## src/rtl/plot_receiver.sv

```systemverilog
// Pixel-plot receiver: range-checks plot requests, queues them in a small FIFO
// and retires them as single-word framebuffer writes, yielding to scan-out.
//
//   state     | meaning
//   ----------+----------------------------------------------------------
//   ST_IDLE   | no write on the RAM port this cycle
//   ST_WRITE  | fbWren high with the entry popped on the previous edge
module plot_receiver #(
   parameter int WIDTH      = 160,
   parameter int HEIGHT     = 120,
   parameter int FIFO_DEPTH = 4
) (
   input  logic        clock,
   input  logic        reset,
   input  logic [7:0]  iX,
   input  logic [6:0]  iY,
   input  logic [8:0]  iColour,
   input  logic        iPlot,
   output logic        oReady,
   input  logic        scanReq,
   output logic        fbWren,
   output logic [14:0] fbAddress,
   output logic [8:0]  fbData,
   output logic [7:0]  oDropCount,
   output logic [15:0] oPixelCount,
   output logic        oIdle
);

   localparam int PW = $clog2(FIFO_DEPTH);
   localparam int CW = PW + 1;

   typedef enum logic {ST_IDLE, ST_WRITE} state_t;

   typedef struct packed {
      logic [14:0] addr;
      logic [8:0]  colour;
   } entry_t;

   state_t        state_q, state_d;
   entry_t        mem_q [FIFO_DEPTH];
   logic [PW-1:0] wr_ptr_q, wr_ptr_d;
   logic [PW-1:0] rd_ptr_q, rd_ptr_d;
   logic [CW-1:0] cnt_q, cnt_d;
   logic          fb_wren_q, fb_wren_d;
   logic [14:0]   fb_addr_q, fb_addr_d;
   logic [8:0]    fb_data_q, fb_data_d;
   logic [7:0]    drop_q, drop_d;
   logic [15:0]   pix_q, pix_d;

   logic          in_range;
   logic [14:0]   plot_addr;
   logic          fire;
   logic          push;
   logic          drop;
   logic          pop;
   entry_t        head;

   // Row stride of 160 built as 128 + 32 so no multiplier is needed.
   always_comb begin
      in_range  = (32'(iX) < WIDTH) && (32'(iY) < HEIGHT);
      plot_addr = (15'(iY) << 7) + (15'(iY) << 5) + 15'(iX);
      oReady    = (cnt_q != CW'(FIFO_DEPTH));
      fire      = iPlot & oReady;
      push      = fire & in_range;
      drop      = fire & ~in_range;
      pop       = (cnt_q != '0) & ~scanReq;
      head      = mem_q[rd_ptr_q];
      oIdle     = (cnt_q == '0) && (state_q == ST_IDLE);
   end

   always_comb begin
      wr_ptr_d = wr_ptr_q;
      rd_ptr_d = rd_ptr_q;
      if (push) begin
         wr_ptr_d = wr_ptr_q + PW'(1);
      end
      if (pop) begin
         rd_ptr_d = rd_ptr_q + PW'(1);
      end
      cnt_d = cnt_q + CW'(push) - CW'(pop);
   end

   always_comb begin
      state_d   = state_q;
      fb_wren_d = 1'b0;
      fb_addr_d = fb_addr_q;
      fb_data_d = fb_data_q;
      case (state_q)
         ST_IDLE: begin
            if (pop) begin
               state_d = ST_WRITE;
            end
         end
         ST_WRITE: begin
            if (!pop) begin
               state_d = ST_IDLE;
            end
         end
         default: state_d = ST_IDLE;
      endcase
      if (pop) begin
         fb_wren_d = 1'b1;
         fb_addr_d = head.addr;
         fb_data_d = head.colour;
      end
   end

   // A write counts as complete on the edge that ends its WRITE cycle.
   always_comb begin
      drop_d = drop_q;
      if (drop && (drop_q != 8'hFF)) begin
         drop_d = drop_q + 8'd1;
      end
      pix_d = pix_q;
      if (state_q == ST_WRITE) begin
         pix_d = pix_q + 16'd1;
      end
   end

   always_ff @(posedge clock) begin
      if (reset) begin
         state_q   <= ST_IDLE;
         wr_ptr_q  <= '0;
         rd_ptr_q  <= '0;
         cnt_q     <= '0;
         fb_wren_q <= 1'b0;
         fb_addr_q <= '0;
         fb_data_q <= '0;
         drop_q    <= '0;
         pix_q     <= '0;
      end else begin
         state_q   <= state_d;
         wr_ptr_q  <= wr_ptr_d;
         rd_ptr_q  <= rd_ptr_d;
         cnt_q     <= cnt_d;
         fb_wren_q <= fb_wren_d;
         fb_addr_q <= fb_addr_d;
         fb_data_q <= fb_data_d;
         drop_q    <= drop_d;
         pix_q     <= pix_d;
      end
   end

   always_ff @(posedge clock) begin
      if (push) begin
         mem_q[wr_ptr_q] <= '{addr: plot_addr, colour: iColour};
      end
   end

   assign fbWren      = fb_wren_q;
   assign fbAddress   = fb_addr_q;
   assign fbData      = fb_data_q;
   assign oDropCount  = drop_q;
   assign oPixelCount = pix_q;

endmodule

```

## config.mk

```make
export PLATFORM = sky130hd
export DESIGN_NAME = plot_receiver
export DESIGN_NICKNAME = d
export VERILOG_FILES = /design/src/rtl/plot_receiver.sv
export SDC_FILE = /design/constraint.sdc
export NUM_CORES = 1
export LEC_CHECK = 0
export BUFFER_PORTS_ARGS = -buffer_cell sky130_fd_sc_hd__buf_2
export CORE_ASPECT_RATIO = 0.75
export CORE_MARGIN = 3
export CORE_UTILIZATION = 51
export CTS_CLUSTER_DIAMETER = 40
export DETAILED_ROUTE_END_ITERATION = 6
export GPL_ROUTABILITY_DRIVEN = 0
export PLACE_DENSITY_LB_ADDON = 0.12
export SYNTH_ARGS = -nofsm -noshare
export SYNTH_HDL_FRONTEND = slang
export SYNTH_SLANG_ARGS = --single-unit
```

## constraint.sdc

```tcl
create_clock -name clock -period 4.8 [get_ports clock]
set_input_delay 0.96 -clock clock [delete_from_list [all_inputs] [get_ports clock]]
set_output_delay 0.96 -clock clock [all_outputs]
set_load 0.02 [all_outputs]
```

# After elaboration in Yosys (flattened, before gate mapping)
# Memory sizes are Yosys's and may differ from the RTL's. A register that Yosys moved wholly into a read port is not among the register bits.
# Cells that the tools add are included.
# op_classes
multipliers,0
eq_ne,2
muxes,3
shift,0
reduce_logical,5
div,0
magnitude_cmp,2
n_addsub,8
bitwise,7
# ops
operator,n
"16-bit by 1-bit adder with 16-bit output, second input constant",1
14-bit by 12-bit adder with 15-bit output,1
15-bit by 8-bit adder with 15-bit output,1
"8-bit by 1-bit adder with 8-bit output, second input constant",1
"8-bit less-than comparator, second input constant",1
"8-bit != test, second input constant",1
"7-bit less-than comparator, second input constant",1
"2-bit by 1-bit adder with 2-bit output, second input constant",2
1-bit bitwise AND,4
3-bit by 1-bit adder with 3-bit output,1
1-bit logical AND,3
3-bit zero test,1
1-bit 2-to-1 mux,3
"3-bit != test, second input constant",1
1-bit NOT,3
3-bit nonzero test,1
3-bit by 1-bit subtractor with 3-bit output,1
# word_totals
latchBits,0
register_bits,32
mem_bits_rw,96
input_bits,28
romBits,0
output_inout_bits,51
n_memories,1
elab_cells,34
# memory_table
name,depth,width,rd,rd_ports_with_merged_regs,write_ports,line,text
mem_q,4,24,1,1,1,40,entry_t mem_q [FIFO_DEPTH];

# Depth between registers and ports, before layout
# depth
ltp_word,5
depth_mapped,13
ltp_nobuf,11

# Least setup slack after synthesis
# No wires, ideal clock.
# synth_timing
path_kind,input-to-reg
start,in scanReq
end,reg cnt_q[2]
required_ns,4.672
t_arrival_ns,2.910
setup_time_ns,0.128
cell_stages,12
n_path_buf,2
path_slack_ns,1.763
cell_sequence,or2_1 > clkbuf_1 > inv_2 > clkbuf_1 > ha_1 > inv_1 > ha_1 > inv_1 > fa_1 > xor2_1 > xnor2_1 > nor2_1
# synth_via
elab_chain_len,3
# synth_rtl
item,line,text
from (decl),20,"input logic scanReq,"
1-bit NOT,66,pop = (cnt_q != '0) & ~scanReq;
1-bit bitwise AND,66,
3-bit by 1-bit subtractor with 3-bit output,80,cnt_d = cnt_q + CW'(push) - CW'(pop);
to (signal assigned),135,cnt_q <= cnt_d;
to (decl),43,"logic [CW-1:0] cnt_q, cnt_d;"
# Every way passes these cells.
# A chain may end at the register's enable or synchronous reset.

# Final worst setup path
# layout_timing
start,reg cnt_q[1]
end,reg cnt_q[2]
# layout_via
elab_chain_len,5
word_cells_on_any_way,7
# layout_rtl
item,line,text
3-bit != test,62,oReady = (cnt_q != CW'(FIFO_DEPTH));
1-bit bitwise AND,63,fire = iPlot & oReady;
1-bit bitwise AND,64,push = fire & in_range;
3-bit by 1-bit adder with 3-bit output,80,
3-bit by 1-bit subtractor with 3-bit output (*),80,
# Every way passes the cells marked *; elsewhere a longest branch is shown, timed or not.

==> metrics <==
Max clock buf depth 2; CTS tree done; Post-route DRC 0; dpl hpwl 7.59 mm; final setup fails 0; Setup Skew between 0.009 and 0.01 ns; Final Non-Filler Cells 708; r2r startpoint cnt_q[1]; Crit. End Element flop; area delta synth->final 17.7%; hold slack about 0.45 ns; Buf+Inv Stages, Crit Path 3; first-pass GRT wire length 19.0 mm; CP Max Fanout 26; number of enable flip-flop cells after synthesis 96; Post-Syn Instances ~450; reg2reg end cnt_q[2]; register-to-register setup slack 1.17 ns; crit path time final 3.63 ns; Worst Hold End fbAddress[1]; Final TNS setup 0 ns; Worst-path clk slew about 0.06 ns; worst hold path cell count 2; Worst R2R Path Depth 11; HP Class flop to flop; DRT Pass-1 Iters 4; Cells after DPL 676; Critical Path RT just over 5 ns; Final period util 0.757; Final Hold Vio Count 0; GRT Max-Usage Layer met2; DRT iter0 DRCs roughly 220; # diodes 0; Clock Tree Root clkbuf_16; grt met3 use 0.0591; vias per cell 5.36; routed len/inst ~17 um; fmax approximately 280 MHz; library cells used by synthesis 43; final wirelength between 10 and 15 mm; max_slew headroom 0.259; Die Area between 10000 and 15000 sq um; Resize count post-CTS 0; total CTS buffers 17; hold_buf cts 0; port bufs 78; synth warn 0; initial antenna violation count 0; Peak VDD IR approximately 0.34 mV; Synth Flop Type edfxtp_1; crit path kind flop to flop; hold path startpoint fbAddress[1]; critical-path cell list nor3_1, or2_1, inv_2, ha_1, inv_1, ha_1, inv_1, fa_1, xor2_1, xnor2_1, nor2_1; max_cap viols 0; Crit-path slowest cell or2_1; RSZ-0062 raised after global routing no; Vert. Die Dim between 100 and 150 um; Least-Margin Pin Slew ~1.1 ns; CP Launch Type flop; M1 GR Usage 0.248; Routed Antenna Nets 0; Critical Path AT 3.89 ns; share of layout cells above drive strength 1 0.262; final total power 0.00358 W; Placement Setup Slack 0.866 ns; largest net degree at the start of global routing 60; Synth Area per Inst about 14 sq um; total track usage 0.184; GRT met2 Usage 0.294; Synthesized Nets between 500 and 600; Yosys reg bits between 150 and 200; max-slew violations 0; pwr dens ~490 nW/um^2; CTS H-Tree Depth 4; sequential area share after synthesis 0.644; Initial Util 0.530; Setup Buffers After CTS 0; Clock Sinks approximately 150; LEAKAGE approximately 2.7 nW; I/O pins 79; FFs w/ async S/R, synth 0; GRT overflow 0; Clk Latency, worst-skew pair about 0.4 ns; # rows 34; Max stage delay on crit path 0.83 ns; status finished clean; final net count 585; vias in the first global route about 3700; Via Count around 3800; worst setup margin between 1 and 1.5 ns; CORE AREA between 10000 and 15000 sq um; Top delay family on crit path simple AND/OR/NAND/NOR gates; synthesized cell area approximately 6200 sq um; Die Width approximately 130 um
## how the worst max path moves through the flow
| stage | startpoint | to | slack [ns] | depth (start not counted) |
|---|---|---|---|---|
| floorplan | scanReq | cnt_q[2] | 1.76 | 12 |
| global placement | scanReq | cnt_q[2] | 1.02 | 11 |
| detailed placement | scanReq | cnt_q[2] | 0.87 | 11 |
| CTS | cnt_q[1] | cnt_q[2] | 1.08 | 11 |
| global route | cnt_q[1] | cnt_q[2] | 0.81 | 11 |
| finish | cnt_q[1] | cnt_q[2] | 1.17 | 11 |
## sequential cells by signal (all words and copies together), names as in the netlist
signal       cells
rd_ptr_q         2
oPixelCount     16
cnt_q            3
oDropCount       8
fbAddress       15
fbWren           1
mem_q           96
wr_ptr_q         2
fbData           9
## worst register-to-register path, cell delays in order (launching register included)
cell and delay [ns]:
dfxtp_1 0.39, nor3_1 0.37, or2_1 0.83, inv_2 0.50, ha_1 0.43, inv_1 0.05, ha_1 0.12, inv_1 0.05
fa_1 0.37, xor2_1 0.18, xnor2_1 0.14, nor2_1 0.05
## Yosys cell counts, types with 2 or more instances
library cell | count | area share
a211oi_1 | 4 | 0.0048
a21o_1 | 2 | 0.0024
a21oi_1 | 38 | 0.031
and2_1 | 4 | 0.0040
and3_1 | 3 | 0.0030
and4_1 | 3 | 0.0042
buf_1 | 2 | 0.0012
buf_2 | 4 | 0.0032
clkbuf_1 | 14 | 0.0084
dfxtp_1 | 56 | 0.18
edfxtp_1 | 96 | 0.46
fa_1 | 3 | 0.0097
ha_1 | 21 | 0.042
inv_1 | 8 | 0.0048
inv_2 | 2 | 0.0012
mux2_2 | 2 | 0.0036
mux2i_1 | 2 | 0.0032
mux4_2 | 24 | 0.087
nand2_1 | 55 | 0.033
nand2b_1 | 3 | 0.0030
nand3_1 | 9 | 0.0072
nand4_1 | 7 | 0.0070
nor2_1 | 25 | 0.015
nor2b_1 | 4 | 0.0040
nor3_1 | 3 | 0.0024
nor3b_1 | 2 | 0.0024
nor4_1 | 4 | 0.0040
o21ai_0 | 8 | 0.0064
o21bai_1 | 2 | 0.0024
o31ai_1 | 3 | 0.0036
o41ai_1 | 2 | 0.0028
or3_1 | 3 | 0.0030
or4_1 | 5 | 0.0060
xnor2_1 | 13 | 0.018
xor2_1 | 8 | 0.011
## routing by layer
layer / share of wire / vias up
li1: - / 1841
met1: 0.46 / 1851
met2: 0.48 / 94
met3: 0.052 / 8
met4: 0.0073 / 0
met5: 0 / -
## final cells by class
type	instances	area [sq um]
fill	911	4420
clock buffer	17	425
inverter	10	37.5
timing repair buffer	83	428
sequential	152	4010
clock inverter	15	136
tap	162	203
multi-input combinational	269	2090
## placed cells by master, fill, tap and decap left out, drive strengths merged, types with 3 or more instances in the layout
master,instances
edfxtp,96
o31ai,3
fa,3
inv,10
ha,21
and2,4
nor2b,4
or3,3
nand2b,3
dfxtp,56
nand4,7
mux4,24
nor3,3
and4,3
nand3,9
a21oi,38
clkbuf,17
and3,3
nand2,55
clkinvlp,5
clkinv,8
buf,83
nor2,26
o21ai,9
a211oi,4
or4,5
nor4,4
xnor2,13
xor2,8
## power breakdown
group	total (W)	internal, W	switching [W]
Combinational	0.000676	0.000301	0.000375
Sequential	0.00165	0.00153	0.000114
Clock	0.00126	0.000754	0.000504
## per-stage QoR
stage / utilization / instance area (sq um)
after global routing: 0.624 / 7320
final: 0.624 / 7320
after detailed placement: 0.576 / 6760
after global placement: 0.576 / 6760
after CTS: 0.624 / 7320
after floorplan: - / 6220
## kinds of logic after synthesis
| logic type | share of synthesized area |
|---|---|
| AO/OA/AOI/OAI | 0.0581 |
| XOR/XNOR | 0.0296 |
| adder cells (fa/ha/maj) | 0.0519 |
| buffers and inverters | 0.0207 |
| flip-flops | 0.644 |
| multiplexers | 0.0937 |
| AND/OR/NAND/NOR | 0.102 |
Power figures use the tool's default switching activity.
